### src/rtl/tex_column_fetcher_if.sv
// Column fetcher bus: descriptor in, texel request out,
// texel return in, framebuffer pixel out.
interface tex_column_fetcher_if;
  logic        col_valid_in;
  logic        col_ready_out;
  logic [8:0]  hcount_ray_in;
  logic [15:0] wallX_in;
  logic [7:0]  line_height_in;
  logic [3:0]  texture_in;
  logic        side_in;
  logic        valid_req_out;
  logic [15:0] wallX_out;
  logic [7:0]  vcount_ray_out;
  logic [3:0]  texture_out;
  logic [15:0] tex_pixel_in;
  logic        pixel_valid_out;
  logic [15:0] pixel_out;
  logic [8:0]  col_out;
  logic [7:0]  row_out;

  modport master (
    input  col_valid_in,
    input  hcount_ray_in,
    input  wallX_in,
    input  line_height_in,
    input  texture_in,
    input  side_in,
    input  tex_pixel_in,
    output col_ready_out,
    output valid_req_out,
    output wallX_out,
    output vcount_ray_out,
    output texture_out,
    output pixel_valid_out,
    output pixel_out,
    output col_out,
    output row_out
  );

  modport slave (
    output col_valid_in,
    output hcount_ray_in,
    output wallX_in,
    output line_height_in,
    output texture_in,
    output side_in,
    output tex_pixel_in,
    input  col_ready_out,
    input  valid_req_out,
    input  wallX_out,
    input  vcount_ray_out,
    input  texture_out,
    input  pixel_valid_out,
    input  pixel_out,
    input  col_out,
    input  row_out
  );
endinterface

### src/rtl/tex_column_fetcher.sv
// Per-column texel request / pixel emitter for one screen column.
// Optional TEX_SHADE_EN halves wall pixel channels on Y-side hits.
module tex_column_fetcher #(
  parameter int unsigned SCREEN_HEIGHT = 180,
  parameter logic [15:0] CEIL_COLOR    = 16'h0000,
  parameter logic [15:0] FLOOR_COLOR   = 16'h4208,
  parameter logic [15:0] WALL_COLOR    = 16'hFFFF,
  parameter int unsigned TEX_LATENCY   = 2
) (
  input logic                  pixel_clk_in,
  input logic                  rst_in,
  tex_column_fetcher_if.master bus
);
  typedef enum logic [1:0] {
    IDLE, DIVIDE, EMIT, DRAIN
  } state_e;

  typedef enum logic [1:0] {
    RC_CEIL, RC_FLOOR, RC_TEX, RC_FLAT
  } rclass_e;

  typedef struct packed {
    logic       vld;
    rclass_e    rc;
    logic [7:0] row;
  } slot_t;

  localparam logic [7:0]  SH       = 8'(SCREEN_HEIGHT);
  localparam logic [7:0]  LAST_ROW = 8'(SCREEN_HEIGHT - 1);
  localparam logic [7:0]  LAST_DRN = 8'(TEX_LATENCY - 1);
  localparam logic [7:0]  LAST_DIV = 8'd15;
  localparam logic [15:0] DIVIDEND = 16'(SCREEN_HEIGHT * 256);

  state_e      state_q, state_d;
  logic        run_q;
  logic [7:0]  cnt_q, cnt_d;
  logic [7:0]  h_q;
  logic [8:0]  col_q;
  logic [15:0] wallx_q;
  logic [3:0]  tex_q;
  logic [15:0] quo_q, quo_d;
  logic [7:0]  rem_q, rem_d;
  logic [15:0] acc_q, acc_d;
  slot_t       pipe_q [TEX_LATENCY];
  slot_t       push, tail;
  logic        accept, req;
  logic        textured, in_wall;
  logic [7:0]  h_clamp, ds, de;
  logic [8:0]  rem_sh, rem_sub;
  logic        rem_ge;
  logic [15:0] wall_px, px;

  assign accept  = bus.col_valid_in
                && bus.col_ready_out;
  assign h_clamp = (bus.line_height_in > SH)
                 ? SH : bus.line_height_in;
  assign ds      = (SH - h_q) >> 1;
  assign de      = ds + h_q;
  assign in_wall = (cnt_q >= ds) && (cnt_q < de);
  assign textured = (tex_q == 4'd3)
                 || (tex_q == 4'd4)
                 || (tex_q == 4'd5);

  // one restoring-division step per DIVIDE cycle
  assign rem_sh  = {rem_q, quo_q[15]};
  assign rem_ge  = rem_sh >= {1'b0, h_q};
  assign rem_sub = rem_sh - {1'b0, h_q};

  always_comb begin
    state_d = state_q;
    cnt_d   = cnt_q;
    quo_d   = quo_q;
    rem_d   = rem_q;
    acc_d   = acc_q;
    push    = '0;
    req     = 1'b0;
    unique case (state_q)
      IDLE: begin
        if (accept) begin
          state_d = DIVIDE;
          cnt_d   = 8'd0;
          quo_d   = DIVIDEND;
          rem_d   = 8'd0;
        end
      end
      DIVIDE: begin
        quo_d = {quo_q[14:0], rem_ge};
        rem_d = rem_ge ? rem_sub[7:0]
                       : rem_sh[7:0];
        cnt_d = cnt_q + 8'd1;
        if (cnt_q == LAST_DIV) begin
          state_d = EMIT;
          cnt_d   = 8'd0;
          acc_d   = 16'd0;
        end
      end
      EMIT: begin
        push.vld = 1'b1;
        push.row = cnt_q;
        unique case (1'b1)
          cnt_q < ds:  push.rc = RC_CEIL;
          cnt_q >= de: push.rc = RC_FLOOR;
          in_wall && textured: begin
            push.rc = RC_TEX;
            req     = 1'b1;
            acc_d   = acc_q + quo_q;
          end
          in_wall && !textured:
            push.rc = RC_FLAT;
        endcase
        cnt_d = cnt_q + 8'd1;
        if (cnt_q == LAST_ROW) begin
          state_d = DRAIN;
          cnt_d   = 8'd0;
        end
      end
      DRAIN: begin
        cnt_d = cnt_q + 8'd1;
        if (cnt_q == LAST_DRN) begin
          state_d = IDLE;
          cnt_d   = 8'd0;
        end
      end
    endcase
  end

  always_ff @(posedge pixel_clk_in) begin
    if (!rst_in) begin
      state_q <= IDLE;
      run_q   <= 1'b0;
      cnt_q   <= '0;
      h_q     <= '0;
      col_q   <= '0;
      wallx_q <= '0;
      tex_q   <= '0;
      quo_q   <= '0;
      rem_q   <= '0;
      acc_q   <= '0;
      for (int i = 0; i < int'(TEX_LATENCY); i++)
        pipe_q[i] <= '0;
    end else begin
      state_q   <= state_d;
      run_q     <= 1'b1;
      cnt_q     <= cnt_d;
      quo_q     <= quo_d;
      rem_q     <= rem_d;
      acc_q     <= acc_d;
      pipe_q[0] <= push;
      for (int i = 1; i < int'(TEX_LATENCY); i++)
        pipe_q[i] <= pipe_q[i-1];
      if (accept) begin
        h_q     <= h_clamp;
        col_q   <= bus.hcount_ray_in;
        wallx_q <= bus.wallX_in;
        tex_q   <= bus.texture_in;
      end
    end
  end

`ifdef TEX_SHADE_EN
  logic side_q;

  always_ff @(posedge pixel_clk_in) begin
    if (!rst_in)
      side_q <= 1'b0;
    else if (accept)
      side_q <= bus.side_in;
  end
`else
  logic side_unused;

  assign side_unused = bus.side_in;
`endif

  assign tail = pipe_q[TEX_LATENCY-1];

  always_comb begin
    wall_px = (tail.rc == RC_TEX)
            ? bus.tex_pixel_in : WALL_COLOR;
`ifdef TEX_SHADE_EN
    if (side_q)
      wall_px = (wall_px >> 1) & 16'h7BEF;
`endif
    px = 16'd0;
    if (tail.vld) begin
      unique case (tail.rc)
        RC_CEIL:  px = CEIL_COLOR;
        RC_FLOOR: px = FLOOR_COLOR;
        RC_TEX:   px = wall_px;
        RC_FLAT:  px = wall_px;
      endcase
    end
  end

  assign bus.col_ready_out   = run_q
                            && (state_q == IDLE);
  assign bus.valid_req_out   = req;
  assign bus.vcount_ray_out  = req ? acc_q[15:8]
                                   : 8'd0;
  assign bus.wallX_out       = wallx_q;
  assign bus.texture_out     = tex_q;
  assign bus.pixel_valid_out = tail.vld;
  assign bus.row_out         = tail.row;
  assign bus.col_out         = tail.vld ? col_q
                                        : 9'd0;
  assign bus.pixel_out       = px;
endmodule
### src/flat_wrapper.sv
// flat-port wrapper written by rule: the top's interface ports become plain ports
module tex_column_fetcher_flat 
#(
  parameter int unsigned SCREEN_HEIGHT = 180,
  parameter logic [15:0] CEIL_COLOR    = 16'h0000,
  parameter logic [15:0] FLOOR_COLOR   = 16'h4208,
  parameter logic [15:0] WALL_COLOR    = 16'hFFFF,
  parameter int unsigned TEX_LATENCY   = 2
)
  (pixel_clk_in, rst_in, bus_col_valid_in, bus_hcount_ray_in, bus_wallX_in, bus_line_height_in, bus_texture_in, bus_side_in, bus_tex_pixel_in, bus_col_ready_out, bus_valid_req_out, bus_wallX_out, bus_vcount_ray_out, bus_texture_out, bus_pixel_valid_out, bus_pixel_out, bus_col_out, bus_row_out);
  tex_column_fetcher_if bus_i ();
  input logic pixel_clk_in;
  input logic rst_in;
  input wire logic [$bits(bus_i.col_valid_in)-1:0] bus_col_valid_in;
  input wire logic [$bits(bus_i.hcount_ray_in)-1:0] bus_hcount_ray_in;
  input wire logic [$bits(bus_i.wallX_in)-1:0] bus_wallX_in;
  input wire logic [$bits(bus_i.line_height_in)-1:0] bus_line_height_in;
  input wire logic [$bits(bus_i.texture_in)-1:0] bus_texture_in;
  input wire logic [$bits(bus_i.side_in)-1:0] bus_side_in;
  input wire logic [$bits(bus_i.tex_pixel_in)-1:0] bus_tex_pixel_in;
  output wire logic [$bits(bus_i.col_ready_out)-1:0] bus_col_ready_out;
  output wire logic [$bits(bus_i.valid_req_out)-1:0] bus_valid_req_out;
  output wire logic [$bits(bus_i.wallX_out)-1:0] bus_wallX_out;
  output wire logic [$bits(bus_i.vcount_ray_out)-1:0] bus_vcount_ray_out;
  output wire logic [$bits(bus_i.texture_out)-1:0] bus_texture_out;
  output wire logic [$bits(bus_i.pixel_valid_out)-1:0] bus_pixel_valid_out;
  output wire logic [$bits(bus_i.pixel_out)-1:0] bus_pixel_out;
  output wire logic [$bits(bus_i.col_out)-1:0] bus_col_out;
  output wire logic [$bits(bus_i.row_out)-1:0] bus_row_out;
  assign bus_i.col_valid_in = bus_col_valid_in;
  assign bus_i.hcount_ray_in = bus_hcount_ray_in;
  assign bus_i.wallX_in = bus_wallX_in;
  assign bus_i.line_height_in = bus_line_height_in;
  assign bus_i.texture_in = bus_texture_in;
  assign bus_i.side_in = bus_side_in;
  assign bus_i.tex_pixel_in = bus_tex_pixel_in;
  assign bus_col_ready_out = bus_i.col_ready_out;
  assign bus_valid_req_out = bus_i.valid_req_out;
  assign bus_wallX_out = bus_i.wallX_out;
  assign bus_vcount_ray_out = bus_i.vcount_ray_out;
  assign bus_texture_out = bus_i.texture_out;
  assign bus_pixel_valid_out = bus_i.pixel_valid_out;
  assign bus_pixel_out = bus_i.pixel_out;
  assign bus_col_out = bus_i.col_out;
  assign bus_row_out = bus_i.row_out;
  tex_column_fetcher #(.SCREEN_HEIGHT(SCREEN_HEIGHT), .CEIL_COLOR(CEIL_COLOR), .FLOOR_COLOR(FLOOR_COLOR), .WALL_COLOR(WALL_COLOR), .TEX_LATENCY(TEX_LATENCY)) u_core (.pixel_clk_in(pixel_clk_in), .rst_in(rst_in), .bus(bus_i));
endmodule
### config.mk
export PLATFORM = sky130hd
export DESIGN_NAME = tex_column_fetcher_flat
export DESIGN_NICKNAME = d
export VERILOG_FILES = /design/src/rtl/tex_column_fetcher_if.sv /design/src/rtl/tex_column_fetcher.sv /design/src/flat_wrapper.sv
export SDC_FILE = /design/constraint.sdc
export NUM_CORES = 1
export LEC_CHECK = 0
export ABC_CLOCK_PERIOD_IN_PS = 11050
export CORE_MARGIN = 1.5
export CORE_UTILIZATION = 45
export DETAILED_ROUTE_END_ITERATION = 10
export HOLD_SLACK_MARGIN = 0.08
export PLACE_DENSITY = 0.72
export SETUP_SLACK_MARGIN = 0.15
export SKIP_LAST_GASP = 1
export SLEW_MARGIN = 20
export SYNTH_ARGS = -nofsm -noshare
export SYNTH_HDL_FRONTEND = slang
export SYNTH_SLANG_ARGS = --single-unit
### constraint.sdc
create_clock -name pixel_clk_in -period 11.05 [get_ports pixel_clk_in]
set_input_delay 2.21 -clock pixel_clk_in [delete_from_list [all_inputs] [get_ports pixel_clk_in]]
set_output_delay 2.21 -clock pixel_clk_in [all_outputs]
set_load 0.05 [all_outputs]
==> metrics.csv, run 1 <==
stage,metric,value,unit
job,drv_cap,0,
yosys,synth_xor_area_frac,0.0504,
power_and_ir_drop,peakVddDrop,0.0955,mV
yosys,netlist_instances,729,
yosys,synthFlopType,dfxtp_1,
timing,hold_viol_final,0,
global_route,antenna_found_initial,0,
setup_path,crit_path_top_delay_cell,clkdlybuf4s50_1,
floorplanning,ios,121,
yosys,synth_edf_count,0,
cts,post_cts_buffers,0,
timing,slew_headroom,0.399,
global_route,grt_pass1_vias,5210,
setup_path,r2r_cells,16,
timing,finalClockSkew,0.00788,ns
setup_path,critical_path_peak_fanout,15,
route,wl,15200,microns
setup_path,cpPeakStageDelay,0.80,ns
route,ant_nets,0,
timing,fin_crit_sh,0.713,
route,drt_iter0_drc,325,
yosys,yosysWarnings,0,
global_route,grtUsageTotal,0.212,
cts,numCtsBuffers,9,
timing,whs,0.435,ns
cts,ctsHoldBuffers,0,
power_and_ir_drop,p_per_area,169,nW/um^2
cells_and_area,syn_to_final_growth,26.1,%
setup_path,crit_chain,inv_1 -> ha_1 -> a21oi_1 -> xnor2_1 -> ha_1 -> o21a_1 -> o21a_1 -> o41a_1 -> xnor2_1 -> ha_1 -> a21oi_1 -> o21ai_0 -> or3_1 -> nor2_1 -> and3_1 -> clkdlybuf4s50_1,
timing,setup_viol,0,
yosys,synth_compound_area_frac,0.186,
cells_and_area,drive_above_1_share,0.0492,
cts,cts_sinks,110,
global_route,grt_max_degree,60,
route,avgRoutedWirePerCell,15.1,microns
yosys,ys_seq_area_frac,0.362,
floorplanning,die_area,14200,sq um
cts,cts_resized,0,
status,outcome,finished clean,
yosys,synth_top_family_by_area,simple AND/OR/NAND/NOR gates,
yosys,yosys.area.top_type,dfxtp_1,
timing,tightest_slew,0.898,ns
timing,grt_setup_unrepaired,no,
floorplanning,die_w,119,microns
yosys,synth_top_cell_area_share,0.362,
setup_path,critPathKind,reg -> out,
floorplanning,placementRows,42,
placed_design,dp_hpwl,11200,microns
route,drtPass1Iterations,5,
timing,drv_slew,0,
route,route.detailed.drc,0,
cts,tritoncts,done,
route,dr_total_vias,5510,
timing,final.setup.tns,0,ns
placed_design,port_buffers,119,
yosys,synth.cell_area,6080,sq um
min_path,worstHoldPathType,reg -> reg,
min_path,holdPathStages,1,
cts,root_buffer,clkbuf_16,
setup_path,arrival,5.67,ns
yosys,synth_cell_types,67,
cts,cts_max_level,3,
cells_and_area,nets,942,
floorplanning,die_y,119,microns
yosys,yosys.area_share.adder,0.120,
floorplanning,initial_core_util,0.459,
floorplanning,core-area,13200,sq um
yosys,synth-simple-area-share,0.220,
route,vias_per_cell,5.46,
setup_path,endpoint_kind,output port,
cts,cts_buffer_depth,2,
cts,path_clk_slew,0.07,ns
global_route,grt_pass1_wl,24500,microns
power_and_ir_drop,p_leak,3.13,nW
setup_path,path_common_cell,ha_1,
setup_path,critical_path_required,8.84,ns
yosys,synth_seq_cells,110,
yosys,synth_area_per_cell,8.34,sq um
cells_and_area,fillers,1214,
placed_design,pre_cts_ws,3.61,ns
timing,max_freq,127,MHz
yosys,async_flop_share,0,
yosys,muxShareOfSynthArea,0.0134,
timing,timing.final.ws_setup,3.17,ns
setup_path,start_kind,flip-flop,
yosys,syn_nets,843,
timing,min_period,7.88,ns
global_route,grt.overflow.total,0,
cells_and_area,diodes,0,
yosys,ys_top_cells_by_area,"dfxtp_1, ha_1, nand2_1",
placed_design,routabilityCongestion,0.883,
cts,clock_latency,0.36,ns
## critical path, delay by kind of cell (launching register included)
family | cells | cell delay (ns)
compound gates | 6 | 1.17
xor+xnor | 2 | 0.36
fa+ha+maj | 3 | 0.85
buf+inv | 2 | 0.94
flops | 1 | 0.51
simple gates | 3 | 1.47
## stage by stage
| stage | cells | utilization | total power, W | area [sq um] |
|---|---|---|---|---|
| after global placement | 993 | 0.557 | 0.000954 | 7370 |
| after global routing | 1009 | 0.579 | 0.00138 | 7670 |
| after detailed placement | 993 | 0.557 | 0.000975 | 7370 |
| after CTS | 1009 | 0.579 | 0.00130 | 7670 |
| final | 1009 | 0.579 | 0.00130 | 7670 |
| after floorplan | 729 | - | 0.000837 | 6080 |
## cells by family after synthesis
kind of cell,after synthesis
and+or+nand+nor,277
AOI/OAI and AO/OA,173
DFF,110
buffers and inverters,69
adders and majority gates,57
xor gates and xnor gates,35
muxes,8
## layout by cell type, fill, tap and decap left out, drive strengths merged, types with 8 or more instances in the layout
cell type      synthesis  routed
a21o                  10      10
a21oi                 60      60
a22oi                 14      14
and2                  26      26
and3                  18      18
clkbuf                27      12
clkdlybuf4s50          0     119
dfxtp                110     110
ha                    55      55
inv                   30      31
nand2                 95      95
nand3                  8       8
nand4                 11      11
nor2                  75      75
nor2b                 14      14
nor3                   8       8
o21ai                 32      32
xnor2                 26      26
xor2                   9       9
## flip-flops by register name, summed over array words and instances (netlist names)
name,flops
u_core.state_q,2
u_core.run_q,1
u_core.col_q,9
u_core.quo_q,16
u_core.bus.wallX_out,16
u_core.pipe_q,22
u_core.h_q,8
u_core.bus.texture_out,4
u_core.cnt_q,8
u_core.acc_q,16
u_core.rem_q,8
## Yosys cell counts, drive strengths merged (5+ instances only)
cell,number
o21a,7
clkbuf,27
inv,30
o22ai,7
buf,11
o21bai,5
nor2,75
nor3,8
a21oi,60
ha,55
nand4,11
a32o,7
nor2b,14
nand2,95
xor2,9
dfxtp,110
and2,26
xnor2,26
a21o,10
nand3,8
and3,18
a22oi,14
mux2i,7
o21ai,32
## layer usage
metal,track usage,part of all wire,vias up
met5,0,0,-
met4,0.0678,0.016,0
met3,0.0508,0.045,20
met2,0.367,0.50,138
met1,0.257,0.44,2613
li1,-,-,2739
## final timing paths
path / start / to / slack [ns]
min: u_core.pipe_q[0][0] / u_core.pipe_q[0][11] / 0.43
max: u_core.h_q[1] / bus_vcount_ray_out[1] / 3.17
min reg2reg: u_core.pipe_q[0][0] / u_core.pipe_q[0][11] / 0.43
max reg2reg: u_core.h_q[1] / u_core.acc_q[5] / 6.36
## power breakdown
part | internal, W | total (W) | switching [W]
sequential | 0.000431 | 0.000465 | 0.0000339
clock | 0.000183 | 0.000328 | 0.000145
combinational | 0.000203 | 0.000506 | 0.000303
## cell type report
type,instances,area [sq um],share of cell area
repair buffers,126,1240,0.162
clock buffers,12,246,0.0321
well taps,176,220,0.0287
clock inverters,4,53.8,0.00701
inverters,31,116,0.0152
flip-flops and latches,110,2200,0.287
multi-input cells,550,3590,0.468
Note: power is estimated with default switching activity, not from simulation.
==> inputs of run 2 (changes only) <==
Settings changed: ABC_CLOCK_PERIOD_IN_PS 11050 to 6500, PLACE_DENSITY 0.72 to 0.75.
Clock period 11.05 ns to 6.5 ns, I/O delays scaled along.
==> run 2 against run 1 <==
  * Sequential share of layout area down 0.075 points
  * Highest routed layer unchanged
  * Die area unchanged
  * Worst setup slack worse by 2.6 ns
  * First-iteration DRC count up 2.2%
  * Critical endpoint is now bus_vcount_ray_out[5]
  * Wire length down 5.7%
  * Largest power group unchanged
  * Cell count about the same
==> metrics.csv, run 2 (same netlist as run 1, synthesis figures left out) <==
stage,metric,value,unit,change
floorplanning,die_y,119,microns,unchanged
timing,finalClockSkew,0.00905,ns,+0.00117 ns
setup_path,cp.depth,17,,+1
timing,drv_slew,0,,unchanged
route,dr_total_vias,5347,,-3.0%
timing,tightest_slew,1.03,ns,+0.131 ns
global_route,grt_pass1_wl,24200,microns,-1.2%
route,drtPass1Iterations,5,,unchanged
route,wl,14300,microns,-5.7%
cells_and_area,diodes,0,,unchanged
global_route,antenna_found_initial,0,,unchanged
cts,cts_max_level,3,,unchanged
route,drt_iter0_drc,332,,+2.2%
timing,min_period,5.90,ns,
cells_and_area,nets,943,,+0.11%
floorplanning,initial_core_util,0.459,,unchanged
min_path,min_from,u_core.pipe_q[0][8],,
cts,path_clk_slew,0.07,ns,about the same
job,drv_cap,0,,unchanged
cts,cts_sinks,110,,unchanged
timing,whs,0.428,ns,-0.00713 ns
setup_path,critical_path_peak_fanout,14,,-1
timing,slew_headroom,0.312,,-0.0873
setup_path,r2r_start,u_core.h_q[1],,
floorplanning,die_area,14200,sq um,unchanged
setup_path,crit_path_top_delay_cell,dfxtp_1,,
cts,tritoncts,done,,
placed_design,port_buffers,119,,unchanged
timing,grt_setup_unrepaired,no,,
setup_path,critical_path_required,5.20,ns,-3.64 ns
cells_and_area,final_cell_mix,"clkdlybuf4s50_1, dfxtp_1, nand2_1",,
cts,numCtsBuffers,9,,unchanged
cts,cts_resized,0,,unchanged
global_route,grt.overflow.total,0,,unchanged
cts,root_buffer,clkbuf_16,,
global_route,grt_pass1_vias,5073,,-2.6%
power_and_ir_drop,peakVddDrop,0.161,mV,+69%
setup_path,r2r_end,u_core.acc_q[8],,
cts,post_cts_buffers,0,,unchanged
setup_path,cpPeakStageDelay,0.50,ns,-0.30 ns
setup_path,crit_buf_inv,3,,+1
power_and_ir_drop,p_leak,3.19,nW,+1.7%
route,vias_per_cell,5.29,,-3.1%
route,ant_nets,0,,unchanged
cts,ctsHoldBuffers,0,,unchanged
floorplanning,die_w,119,microns,unchanged
status,outcome,finished clean,,
setup_path,path_common_cell,ha_1,,
placed_design,dp_hpwl,10500,microns,-6.2%
power_and_ir_drop,p_per_area,291,nW/um^2,+72%
floorplanning,ios,121,,unchanged
setup_path,r2r_slack,1.97,ns,-4.39 ns
timing,final.setup.tns,0,ns,unchanged
floorplanning,placementRows,42,,unchanged
setup_path,crit_chain,inv_1 -> ha_1 -> a21oi_1 -> xnor2_1 -> ha_1 -> o21a_1 -> o21a_1 -> o41a_1 -> xnor2_1 -> ha_1 -> a21oi_1 -> o21ai_0 -> or3_1 -> nor2_1 -> buf_4 -> and3_1 -> buf_4,,
placed_design,routabilityCongestion,0.843,,-4.5%
setup_path,critPathTopFamily,compound AO/OA/AOI/OAI gates,,
min_path,holdPathStages,1,,unchanged
route,route.detailed.drc,0,,unchanged
min_path,worstHoldPathType,reg -> reg,,
global_route,grtUsageTotal,0.208,,-0.00337
timing,hold_viol_final,0,,unchanged
cells_and_area,drive_above_1_share,0.0624,,+0.0131
floorplanning,core-area,13200,sq um,unchanged
setup_path,start_kind,flip-flop,,
min_path,holdPathEnd,u_core.pipe_q[0][19],,
setup_path,r2r_cells,16,,unchanged
setup_path,arrival,4.60,ns,-1.07 ns
cells_and_area,largest_reg_flops,22,,unchanged
setup_path,endpoint_kind,output port,,
cts,clock_latency,0.35,ns,about the same
timing,fin_crit_sh,0.907,,
cells_and_area,syn_to_final_growth,26.5,%,
setup_path,critPathKind,reg -> out,,
global_route,grt_max_degree,61,,+1.7%
timing,setup_viol,0,,unchanged
cells_and_area,regMostFlops,u_core.pipe_q,,
timing,max_freq,170,MHz,
route,avgRoutedWirePerCell,14.2,microns,-5.8%
cts,cts_buffer_depth,2,,unchanged
## run 2: metal layers
metal,part of all wire,GRT usage
met5,0,0
met4,0.021,0.0791
met3,0.037,0.0431
met2,0.48,0.336
met1,0.46,0.273
## run 2: layout make-up
class,instances,area [sq um]
Clock inverter,7,105
Sequential cell,110,2200
Clock buffer,9,225
Multi-Input combinational cell,550,3590
Tap cell,176,220
Timing Repair Buffer,127,1230
Inverter,31,116
Fill cell,1231,5550
## run 2: worst register-to-register path, cell delays in order, from the launching register on
cell	delay [ns]
dfxtp_1	0.50
inv_1	0.14
ha_1	0.27
a21oi_1	0.28
xnor2_1	0.18
ha_1	0.29
o21a_1	0.12
o21a_1	0.18
o41a_1	0.33
xnor2_1	0.14
ha_1	0.31
a21oi_1	0.15
o21ai_0	0.12
or3_1	0.47
o21ai_0	0.31
nand2_1	0.27
a32o_1	0.35
## run 2: metrics by stage
step / utilization / cells / total power [W] / area (sq um) / setup WS (ns)
5_1_grt: 0.581 / 1010 / 0.00239 / 7690 / 0.257
2_1_floorplan: - / 729 / 0.00142 / 6080 / 1.11
3_5_place_dp: 0.556 / 994 / 0.00164 / 7360 / 0.596
3_3_place_gp: 0.556 / 994 / 0.00163 / 7360 / 0.686
6_report: 0.581 / 1010 / 0.00224 / 7690 / 0.602
4_1_cts: 0.581 / 1010 / 0.00225 / 7690 / 0.188
## run 2: worst max-delay path by stage
stage                        startpoint                    end  slack (ns)
after global routing      u_core.h_q[1]  bus_vcount_ray_out[7]        0.26
after global placement    u_core.h_q[1]      bus_valid_req_out        0.69
after CTS                 u_core.h_q[1]      bus_valid_req_out        0.19
final                     u_core.h_q[1]  bus_vcount_ray_out[5]        0.60
after detailed placement  u_core.h_q[1]      bus_valid_req_out        0.60
after floorplan           u_core.h_q[2]  bus_vcount_ray_out[0]        1.11
## run 2: where the power goes
part | internal [W] | switching [W]
clock network | 0.000343 | 0.000261
registers | 0.000733 | 0.0000571
logic | 0.000343 | 0.000500
total | 0.00142 | 0.000818
